### src/rtl/specsense_frag_reassembler.sv
// Rebuilds CVITA-fragmented spectrum frames into single AXI-stream frames,
// rewriting the header and padding out frames broken by loss or bad framing.
module specsense_frag_reassembler #(
  parameter int WIDTH          = 32,
  parameter int MAX_FRAME_LOG2 = 11,
  parameter int FRAG_LEN_LOG2  = 8
) (
  input  logic             ce_clk,
  input  logic             ce_rst,
  input  logic             clear,
  input  logic [3:0]       frame_len_log2,
  input  logic [WIDTH-1:0] i_tdata,
  input  logic             i_tlast,
  input  logic             i_tvalid,
  output logic             i_tready,
  input  logic [127:0]     i_tuser,
  output logic [WIDTH-1:0] o_tdata,
  output logic             o_tlast,
  output logic             o_tvalid,
  input  logic             o_tready,
  output logic [127:0]     o_tuser,
  output logic             o_frame_err,
  output logic [15:0]      err_cnt
);

  localparam int BW = MAX_FRAME_LOG2;
  localparam int FW = FRAG_LEN_LOG2;

  localparam logic [1:0] S_SYNC  = 2'd0;
  localparam logic [1:0] S_PASS  = 2'd1;
  localparam logic [1:0] S_PAD   = 2'd2;
  localparam logic [1:0] S_DRAIN = 2'd3;

  localparam logic [BW-1:0] BIN_ONE  = 1;
  localparam logic [BW:0]   LEN_ONE  = 1;
  localparam logic [FW-1:0] FRAG_ONE = 1;
  localparam logic [FW:0]   FL_ONE   = 1;
  localparam logic [3:0]    FL_LOG2  = 4'(FRAG_LEN_LOG2);

  logic [1:0]    state;
  logic [3:0]    len_q;
  logic [BW-1:0] bin_cnt;
  logic [FW-1:0] frag_cnt;
  logic [11:0]   exp_seq;
  logic [127:0]  hdr_q;
  logic          sof;

  logic          rst_any;
  logic [3:0]    len_eff;
  logic [BW:0]   l_full;
  logic [BW-1:0] last_bin;
  logic [BW-1:0] bin_nxt;
  logic [FW:0]   fl_full;
  logic [FW-1:0] frag_m1;
  logic [12:0]   idx_full;
  logic [11:0]   idx_mask;
  logic [11:0]   seq;
  logic [15:0]   hdr_len;
  logic [127:0]  hdr_new;
  logic          sync_start;
  logic          pass_mode;
  logic          seq_bad;
  logic          bin_last;
  logic          frag_end;
  logic          in_xfer;
  logic          out_xfer;
  logic          pass_xfer;
  logic          err_inc;

  assign rst_any = ce_rst | clear;

  // Frame geometry comes straight from the input until it is latched.
  assign len_eff  = (state == S_SYNC) ? frame_len_log2 : len_q;
  assign l_full   = LEN_ONE << len_eff;
  assign last_bin = BW'(l_full - LEN_ONE);
  assign bin_nxt  = bin_last ? '0 : bin_cnt + BIN_ONE;

  assign fl_full = (len_eff >= FL_LOG2) ? (FL_ONE << FL_LOG2)
                                        : (FL_ONE << len_eff);
  assign frag_m1 = FW'(fl_full - FL_ONE);

  assign idx_full = 13'd1 << (len_eff - FL_LOG2);
  assign idx_mask = (len_eff > FL_LOG2) ? 12'(idx_full - 13'd1) : 12'd0;

  assign seq     = i_tuser[123:112];
  assign hdr_len = 16'({l_full, 2'b00}) + 16'd8
                 + (i_tuser[125] ? 16'd8 : 16'd0);
  assign hdr_new = {i_tuser[127:112], hdr_len, i_tuser[95:0]};

  assign bin_last = (bin_cnt == last_bin);
  assign frag_end = (frag_cnt == frag_m1);

  assign sync_start = (state == S_SYNC) & i_tvalid & sof
                    & ((seq & idx_mask) == 12'd0);
  assign pass_mode  = (state == S_PASS) | sync_start;
  assign seq_bad    = (state == S_PASS) & i_tvalid & sof
                    & (seq != exp_seq);

  always_comb begin
    i_tready    = 1'b0;
    o_tvalid    = 1'b0;
    o_tdata     = '0;
    o_tlast     = 1'b0;
    o_frame_err = 1'b0;
    o_tuser     = '0;
    if (!rst_any) begin
      if (pass_mode && !seq_bad) begin
        i_tready = o_tready;
        o_tvalid = i_tvalid;
        o_tdata  = i_tdata;
        o_tlast  = bin_last;
        o_tuser  = (bin_cnt == '0) ? hdr_new : hdr_q;
      end else begin
        case (state)
          S_SYNC:  i_tready = 1'b1;
          S_DRAIN: i_tready = 1'b1;
          S_PAD: begin
            o_tvalid    = 1'b1;
            o_tlast     = bin_last;
            o_frame_err = bin_last;
            o_tuser     = hdr_q;
          end
          default: ;
        endcase
      end
    end
  end

  assign in_xfer   = i_tvalid & i_tready;
  assign out_xfer  = o_tvalid & o_tready;
  assign pass_xfer = pass_mode & ~seq_bad & in_xfer;
  assign err_inc   = seq_bad | (pass_xfer & (i_tlast != frag_end));

  always_ff @(posedge ce_clk) begin
    if (rst_any) begin
      state    <= S_SYNC;
      len_q    <= '0;
      bin_cnt  <= '0;
      frag_cnt <= '0;
      exp_seq  <= '0;
      hdr_q    <= '0;
      sof      <= 1'b1;
      err_cnt  <= '0;
    end else begin
      if (err_inc && err_cnt != 16'hFFFF)
        err_cnt <= err_cnt + 16'd1;
      if (in_xfer)
        sof <= i_tlast;
      if (pass_xfer) begin
        if (bin_cnt == '0)
          hdr_q <= hdr_new;
        if (state == S_SYNC)
          len_q <= frame_len_log2;
        if (sof)
          exp_seq <= seq + 12'd1;
        bin_cnt  <= bin_nxt;
        frag_cnt <= (i_tlast | frag_end) ? '0 : frag_cnt + FRAG_ONE;
        // A frame end on this beat is emitted before the error is acted on.
        if (i_tlast && !frag_end)
          state <= (bin_nxt == '0) ? S_SYNC : S_PAD;
        else if (!i_tlast && frag_end)
          state <= S_DRAIN;
        else
          state <= S_PASS;
      end else if (seq_bad) begin
        state <= (bin_cnt == '0) ? S_SYNC : S_PAD;
      end else if (state == S_PAD && out_xfer) begin
        bin_cnt <= bin_nxt;
        if (bin_last)
          state <= S_SYNC;
      end else if (state == S_DRAIN && in_xfer && i_tlast) begin
        state <= (bin_cnt != '0) ? S_PAD : S_SYNC;
      end
    end
  end

endmodule

### config.mk
export PLATFORM = sky130hd
export DESIGN_NAME = specsense_frag_reassembler
export DESIGN_NICKNAME = d
export VERILOG_FILES = /design/src/rtl/specsense_frag_reassembler.sv
export SDC_FILE = /design/constraint.sdc
export NUM_CORES = 1
export LEC_CHECK = 0
export CAP_MARGIN = 20
export CORE_MARGIN = 1
export CORE_UTILIZATION = 48
export CTS_BUF_LIST = sky130_fd_sc_hd__clkbuf_2 sky130_fd_sc_hd__clkbuf_4 sky130_fd_sc_hd__clkbuf_8
export CTS_CLUSTER_DIAMETER = 120
export DETAILED_ROUTE_END_ITERATION = 12
export PLACE_DENSITY_LB_ADDON = 0.12
export SLEW_MARGIN = 20
export SYNTH_ARGS = -nofsm -noshare
export SYNTH_HDL_FRONTEND = slang
export SYNTH_SLANG_ARGS = --single-unit
### constraint.sdc
create_clock -name ce_clk -period 7.46 [get_ports ce_clk]
set_input_delay 1.865 -clock ce_clk [delete_from_list [all_inputs] [get_ports ce_clk]]
set_output_delay 1.865 -clock ce_clk [all_outputs]
set_load 0.02 [all_outputs]
==> flow_summary_export.csv, run 1 <==
group,metric,value,unit
critical_path,critPathMaxStageDelay,0.45,ns
critical_path,r2r-start,"state[0]",
clock_network,cts-hold-fix-buffers,0,
global_routing,grt_start_max_net_pins,121,
global_routing,globalRouteTotalUtil,0.2930,
sta,clock_skew,0.02212,ns
yosys,synth_edf_count,0,
placement,io_buffers,333,
power_and_ir_drop,power_frac_comb,0.195,
sta,slew_viol_final,0,
critical_path,timing.rr.end,"hdr_q[122]",
sta,slew_headroom,0.3780,
yosys,yosys.area.top_type,"dfxtp_1",
hold_path,min_from,"hdr_q[97]",
clock_network,insertion_delay,0.49,ns
finish,antenna_cells,0,
placement,hpwl,24330,um
drt,first_pass_iters,8,
outcome,outcome,"complete, no violations",
yosys,synth_top_area_share,0.3409,
sta,rsz0062_at_grt,"no",
critical_path,start_kind,"primary input",
hold_path,hold_depth,2,
sta,finalCritPeriodShare,0.9865,
clock_network,clk_path_buf_depth,2,
clock_network,h-tree-depth,4,
clock_network,clock-root-buffer,"clkbuf_8",
drt,routed_wirelength,35090,um
floorplan,chipHeight,151.2,um
critical_path,reg2reg_depth,18,
global_routing,grt_pass1_wl,53350,um
finish,stdcell_area,14480,um^2
drt,antenna_left,0,
yosys,yosys_warnings,0,
drt,routedWlPerCell,16.70,um
placement,place_congestion,0.9074,
drt,top_layer,"met4",
yosys,ys_ff_latch,182,
floorplan,die_area,22870,um^2
power_and_ir_drop,ir_worst_vdd,0.0001045,V
critical_path,arrival,5.49,ns
placement,dp_cells,2063,
yosys,synth_area_leaders,"dfxtp_1 (34%), nand2_1 (17%), a21oi_1 (7.7%), o22ai_1 (5.0%), xnor2_1 (3.0%)",
floorplan,die_x,151.2,um
yosys,seq_area_frac_synth,0.3409,
power_and_ir_drop,p_sw,0.0006299,W
drt,detail_route.iter0.violations,667,
power_and_ir_drop,clkPwrFrac,0.328,
sta,clock.fmax,135.9,MHz
finish,areaGrowthSynthToFinish,35.50,%
critical_path,path_class,"in2out",
drt,via_per_inst,5.619,
clock_network,clk_pin_slew_worst_paths,0.10,ns
finish,drive_gt1_frac,0.1312,
drt,dr_wl_met2,16560,um
global_routing,antenna_found_initial,0,
yosys,syn_area_per_cell,7.073,um^2
critical_path,crit_slowest_cell,"clkdlybuf4s50_1",
global_routing,grt_pass1_vias,10580,
critical_path,crit_required,5.60,ns
power_and_ir_drop,p_sw_frac,0.3075,
yosys,ys_types,69,
finish,nNetsFinal,1997,
critical_path,reg2reg_setup_slack,2.27,ns
hold_path,min_to,"hdr_q[97]",
sta,hold_viol,0,
yosys,synth_ff_type,"dfxtp_1",
drt,wl_met1,14680,um
floorplan,io_pins,350,
drt,wl_met3,2730,um
yosys,async_flop_share,0,
floorplan,core-area,21820,um^2
power_and_ir_drop,p_per_area,141.4,nW/um^2
global_routing,grt-ovfl-total,0,
critical_path,cp_max_fo,5,
sta,finalCriticalPeriod,7.359,ns
yosys,synthesis.area,10690,um^2
sta,tightest_slew,0.9330,ns
critical_path,cpLargestDelayFamily,"compound AO/OA/AOI/OAI gates",
power_and_ir_drop,power_frac_seq,0.477,
critical_path,crit_chain,"clkdlybuf4s50_1, nand2b_1, o32a_1, nor2_1, inv_1, ha_1, a21oi_1, a31oi_1, a211o_1, nor4b_4, a21o_4, a21o_1, nand2_1, buf_4, a211oi_1, clkdlybuf4s15_1",
clock_network,cts_tree,"done",
sta,finalSetupViolCount,0,
floorplan,initial_core_util,0.4897,
yosys,syn_inst,1511,
critical_path,cp_num_buf_inv,4,
yosys,syn_nets,1700,
drt,vias,11810,
clock_network,numCtsBuffers,17,
hold_path,hp-class,"reg2reg",
clock_network,cts.sinks,182,
critical_path,crit_path_end_kind,"primary output",
floorplan,rows,54,
drt,drc_errors,0,
power_and_ir_drop,internal_power,0.001418,W
finish,final_cells,2101,
power_and_ir_drop,p_leak,5.770,nW
run,max_cap_viol_count,0,
placement,place_area,14390,um^2
-- Yosys cell counts, drive strengths merged (3+ instances only) --
cell / instances
a211oi: 10
a21boi: 3
a21o: 3
a21oi: 166
a22o: 32
a311oi: 4
a31o: 10
a31oi: 9
a41oi: 3
and2: 34
and3: 11
buf: 53
clkbuf: 80
dfxtp: 182
ha: 19
inv: 24
mux2: 3
mux2i: 9
nand2: 476
nand2b: 5
nand3: 40
nand4: 13
nor2: 71
nor3: 18
nor3b: 6
nor4: 5
nor4b: 4
o21ai: 23
o22ai: 85
o31a: 4
o31ai: 4
o32ai: 3
or2: 5
or3: 13
or4: 6
xnor2: 36
xor2: 12
-- state kept, by name (all words and copies together), names as in the netlist --
register	cells
err_cnt	16
state	2
bin_cnt	11
exp_seq	12
len_q	4
sof	1
hdr_q	128
frag_cnt	8
-- worst reg2reg max path: stages (launching register included) --
cell	delay (ns)
dfxtp_1	0.35
inv_1	0.13
ha_1	0.67
buf_4	0.30
nand2b_1	0.09
o32a_1	0.18
nor2_1	0.13
inv_1	0.08
ha_1	0.23
a21oi_1	0.19
a31oi_1	0.08
a211o_1	0.35
nor4b_4	0.37
a21oi_2	0.17
buf_4	0.20
or4_4	0.91
buf_4	0.44
nand2_1	0.13
a21oi_1	0.06
-- area by class of cell --
| type | count | area (um^2) |
|---|---|---|
| Multi-Input combinational cell | 1172 | 6330 |
| Clock buffer | 19 | 255.2 |
| Clock inverter | 13 | 130.1 |
| Tap cell | 280 | 350.3 |
| Fill cell | 1937 | 7342 |
| Timing Repair Buffer | 411 | 3682 |
| Inverter | 24 | 90.09 |
| Sequential cell | 182 | 3643 |
-- routing by layer --
metal | GRT usage | up-vias
li1 | - | 5768
met1 | 0.3674 | 5453
met2 | 0.4895 | 509
met3 | 0.05512 | 75
met4 | 0.1220 | 0
met5 | 0 | -
-- per-stage QoR --
stage,setup TNS [ns],power (W),setup slack [ns],hold slack [ns],util
2_1_floorplan,0,0.001194,0.5541,0.4254,-
3_3_place_gp,-20.12,0.001399,-0.2369,0.4313,0.6594
3_5_place_dp,-26.12,0.001402,-0.2926,0.4366,0.6594
4_1_cts,-0.4848,0.002058,-0.1764,0.4498,0.6713
5_1_grt,0,0.002130,0.0002753,0.4736,0.6636
6_report,0,0.002048,0.1009,0.4488,0.6636
-- worst max path at each step --
stage | startpoint | endpoint | cells after the start
detailed placement | frame_len_log2[0] | o_tuser[123] | 16
global route | frame_len_log2[0] | o_tuser[112] | 17
finish | frame_len_log2[0] | o_tuser[99] | 16
floorplan | frame_len_log2[1] | o_tuser[10] | 17
global placement | frame_len_log2[0] | o_tuser[22] | 16
CTS | frame_len_log2[0] | o_tuser[94] | 16
-- repair_timing --
item	4_1_cts	5_1_grt
buffers inserted	2	2
gates cloned	0	2
resized for setup	130	216
setup endpoints to repair	161	142
endpoints found under the hold margin	0	0
pin swaps	1	1
-- placed cells by master, fill, tap and decap left out, drive strengths merged, types with 11 or more instances in the layout --
cell and instances:
nand2 476, dfxtp 182, clkdlybuf4s50 169, a21oi 166, clkbuf 106, o22ai 85
buf 80, nor2 71, nand3 40, dlygate4sd2 37, xnor2 36, dlymetal6s2s 36
and2 34, a22o 32, inv 32, o21ai 23, ha 19, nor3 18
nand4 13, or3 13, xor2 12, and3 11
-- power by group through the flow --
stage / logic [W] / clock network [W] / registers [W]
6_report: 0.000399 / 0.000672 / 0.000977
3_3_place_gp: 0.000400 / 0 / 0.000999
3_5_place_dp: 0.000403 / 0 / 0.000999
5_1_grt: 0.000426 / 0.000727 / 0.000977
2_1_floorplan: 0.000196 / 0 / 0.000998
4_1_cts: 0.000396 / 0.000685 / 0.000977
-- logic make-up after synthesis --
group,Yosys count,synth area share
and+or+nand+nor,720,0.2965
AOI/OAI and AO/OA,372,0.2156
DFF,182,0.3409
buffers and inverters,157,0.07094
xor gates and xnor gates,49,0.04144
adders and majority gates,19,0.02224
muxes,12,0.01229
Note: power is estimated with default switching activity, not from simulation.
==> run 2: changes to the inputs <==
--- a/config.mk
+++ b/config.mk
@@ -5,7 +5,6 @@
 export SDC_FILE = /design/constraint.sdc
 export NUM_CORES = 1
 export LEC_CHECK = 0
-export CAP_MARGIN = 20
 export CORE_MARGIN = 1
 export CORE_UTILIZATION = 48
 export CTS_BUF_LIST = sky130_fd_sc_hd__clkbuf_2 sky130_fd_sc_hd__clkbuf_4 sky130_fd_sc_hd__clkbuf_8
==> results of run 2 <==
No change in the layout: final DEF, timing and power equal those of run 1.
==> run 3: changes to the inputs <==
--- a/config.mk
+++ b/config.mk
@@ -10,7 +10,7 @@
 export CTS_BUF_LIST = sky130_fd_sc_hd__clkbuf_2 sky130_fd_sc_hd__clkbuf_4 sky130_fd_sc_hd__clkbuf_8
 export CTS_CLUSTER_DIAMETER = 120
 export DETAILED_ROUTE_END_ITERATION = 12
-export PLACE_DENSITY_LB_ADDON = 0.12
+export PLACE_DENSITY = 0.93
 export SLEW_MARGIN = 20
 export SYNTH_ARGS = -nofsm -noshare
 export SYNTH_HDL_FRONTEND = slang
==> constraint.sdc (replaced) <==
create_clock -name ce_clk -period 7.46 [get_ports ce_clk]
set_input_delay 1.865 -clock ce_clk [delete_from_list [all_inputs] [get_ports ce_clk]]
set_output_delay 1.865 -clock ce_clk [all_outputs]
set_load 0.1 [all_outputs]
==> run 3 against run 2 <==
  * Core utilization increased by 11 points
  * Hold slack improved by 0.0060 ns
  * Register-to-register slack got worse by 0.21 ns
  * Clock skew decreased by 0.0042 ns
  * Worst setup slack improved by 0.031 ns
  * Non-clock buffer count decreased by 29
  * Clock power increased by 2%
  * Sequential cell count unchanged
  * Fmax increased by 0.42%
  * Sequential power about the same
  * Critical endpoint is now o_frame_err
==> flow_summary_export.csv, run 3 (same netlist as run 1, synthesis figures left out) <==
group,metric,value,unit
outcome,outcome,"complete, no violations",
critical_path,cpLargestDelayFamily,"buffers and inverters",
clock_network,cts_tree,"done",
finish,reg.largest.list,"hdr_q x128, err_cnt x16, exp_seq x12",
run,max_cap_viol_count,0,
power_and_ir_drop,p_per_area,134.9,nW/um^2
sta,finalSetupViolCount,0,
drt,drc_errors,0,
finish,multi_input_area,6830,um^2
sta,tightest_slew,1.078,ns
placement,dp_cells,2036,
hold_path,min_from,"hdr_q[49]",
power_and_ir_drop,p_leak,5.534,nW
sta,finalCriticalPeriod,7.328,ns
power_and_ir_drop,ir_worst_vdd,0.0001359,V
drt,via_per_inst,5.993,
critical_path,critPathMaxStageDelay,0.52,ns
drt,routed_wirelength,38850,um
critical_path,arrival,5.46,ns
critical_path,path_class,"in2out",
clock_network,clk_pin_slew_worst_paths,0.09,ns
critical_path,crit_required,5.60,ns
finish,largest_reg_flops,128,
sta,holdWs,0.4548,ns
finish,areaGrowthSynthToFinish,57.08,%
drt,antenna_left,0,
critical_path,cp_max_fo,6,
placement,io_buffers,333,
floorplan,chipHeight,151.2,um
clock_network,clk_path_buf_depth,2,
drt,first_pass_iters,6,
placement,dp_slack,0.01640,ns
critical_path,crit_slowest_cell,"o311ai_0",
global_routing,grt-ovfl-total,0,
critical_path,start_kind,"primary input",
finish,mostFrequentLayoutCells,"nand2_1 (475), dfxtp_1 (182), buf_12 (174), clkdlybuf4s50_1 (169), a21oi_1 (152)",
sta,clock_skew,0.01794,ns
finish,final_cells,2071,
critical_path,crit_path_start,"frame_len_log2[0]",
global_routing,antenna_found_initial,0,
drt,routedWlPerCell,18.76,um
sta,hold_viol,0,
clock_network,h-tree-depth,4,
finish,nNetsFinal,1968,
finish,regArea,3643,um^2
hold_path,hp-class,"reg2reg",
finish,layout_commonest_cell,"nand2_1",
floorplan,io_pins,350,
critical_path,crit_chain,"clkdlybuf4s50_1, buf_4, mux2_4, buf_4, nand3_1, ha_1, buf_4, inv_1, o311ai_0, xor2_1, nor3_1, nand2_1, nor3b_4, buf_12",
clock_network,numCtsBuffers,17,
finish,final_util,0.7693,
floorplan,die_x,151.2,um
critical_path,crit_path_end_kind,"primary output",
global_routing,grt_pass1_vias,12170,
clock_network,cts.sinks,182,
critical_path,cp_num_buf_inv,6,
finish,drive_gt1_frac,0.2066,
finish,regMostFlops,"hdr_q",
sta,rsz0062_at_grt,"yes",
sta,finalCritPeriodShare,0.9824,
floorplan,die_area,22870,um^2
drt,vias,12410,
floorplan,core-area,21820,um^2
sta,slew_headroom,0.2790,
sta,finalWorstSetupSlack,0.1315,ns
floorplan,rows,54,
sta,slew_viol_final,0,
sta,clock.fmax,136.5,MHz
finish,antenna_cells,0,
placement,place_congestion,0.9590,
drt,detail_route.iter0.violations,1083,
global_routing,globalRouteTotalUtil,0.3281,
clock_network,insertion_delay,0.47,ns
floorplan,initial_core_util,0.4897,
critical_path,timing.critical_path.mode_cell,"buf_4",
placement,hpwl,27360,um
clock_network,clock-root-buffer,"clkbuf_8",
critical_path,r2r-start,"state[0]",
finish,fill_cells,1319,
global_routing,grt_pass1_wl,59740,um
global_routing,grt_start_max_net_pins,92,
run 3: per-stage QoR:
step           area, um^2  setup TNS [ns]  power (W)
2_1_floorplan       11160          -8.867   0.001336
3_3_place_gp        16310               0   0.001575
3_5_place_dp        16310               0   0.001588
4_1_cts             16700               0   0.002257
5_1_grt             16790         -0.1439   0.002333
6_report            16790               0   0.002264
run 3: report_power, final:
group	leakage (nW)	switching, W	internal [W]
registers	1.47	0.00000271	0.000974
logic	3.88	0.000370	0.000235
clock network	0.184	0.000404	0.000279
total	5.53	0.000776	0.00149
run 3: what timing repair did:
item / 4_1_cts / 5_1_grt
gates cloned: 0 / 1
setup endpoints to repair: 1 / 164
buffers inserted: 0 / 3
gates resized for setup: 1 / 10
pin swaps: 0 / 4
hold buffers: 0 / 0
run 3: worst paths after layout:
kind	slack (ns)	depth (start not counted)	end
max	0.13	14	o_frame_err
min	0.45	2	hdr_q[49]
max reg2reg	2.06	17	hdr_q[21]
min reg2reg	0.45	2	hdr_q[49]
run 3: cell type report:
class / count / share of cell area
multi-input cells: 1172 / 0.4068
repair buffers: 382 / 0.3272
flip-flops and latches: 182 / 0.2170
well taps: 280 / 0.02087
clock buffers: 18 / 0.01438
clock inverters: 13 / 0.008347
inverters: 24 / 0.005366
run 3: worst register-to-register path: cells and delay by family, from the launching register on:
family	cells	cell delay, ns
AND/OR/NAND/NOR	6	1.76
AO/OA/AOI/OAI	4	0.71
multiplexers	1	0.45
buffers and inverters	4	0.82
adder cells (fa/ha/maj)	2	1.17
flip-flops	1	0.35
run 3: per-layer routing:
metal | share of wire | up-vias | global-route usage
li1 | - | 5707 | -
met1 | 0.37 | 5812 | 0.3740
met2 | 0.50 | 720 | 0.5758
met3 | 0.081 | 172 | 0.06566
met4 | 0.048 | 0 | 0.1705
met5 | 0 | - | 0
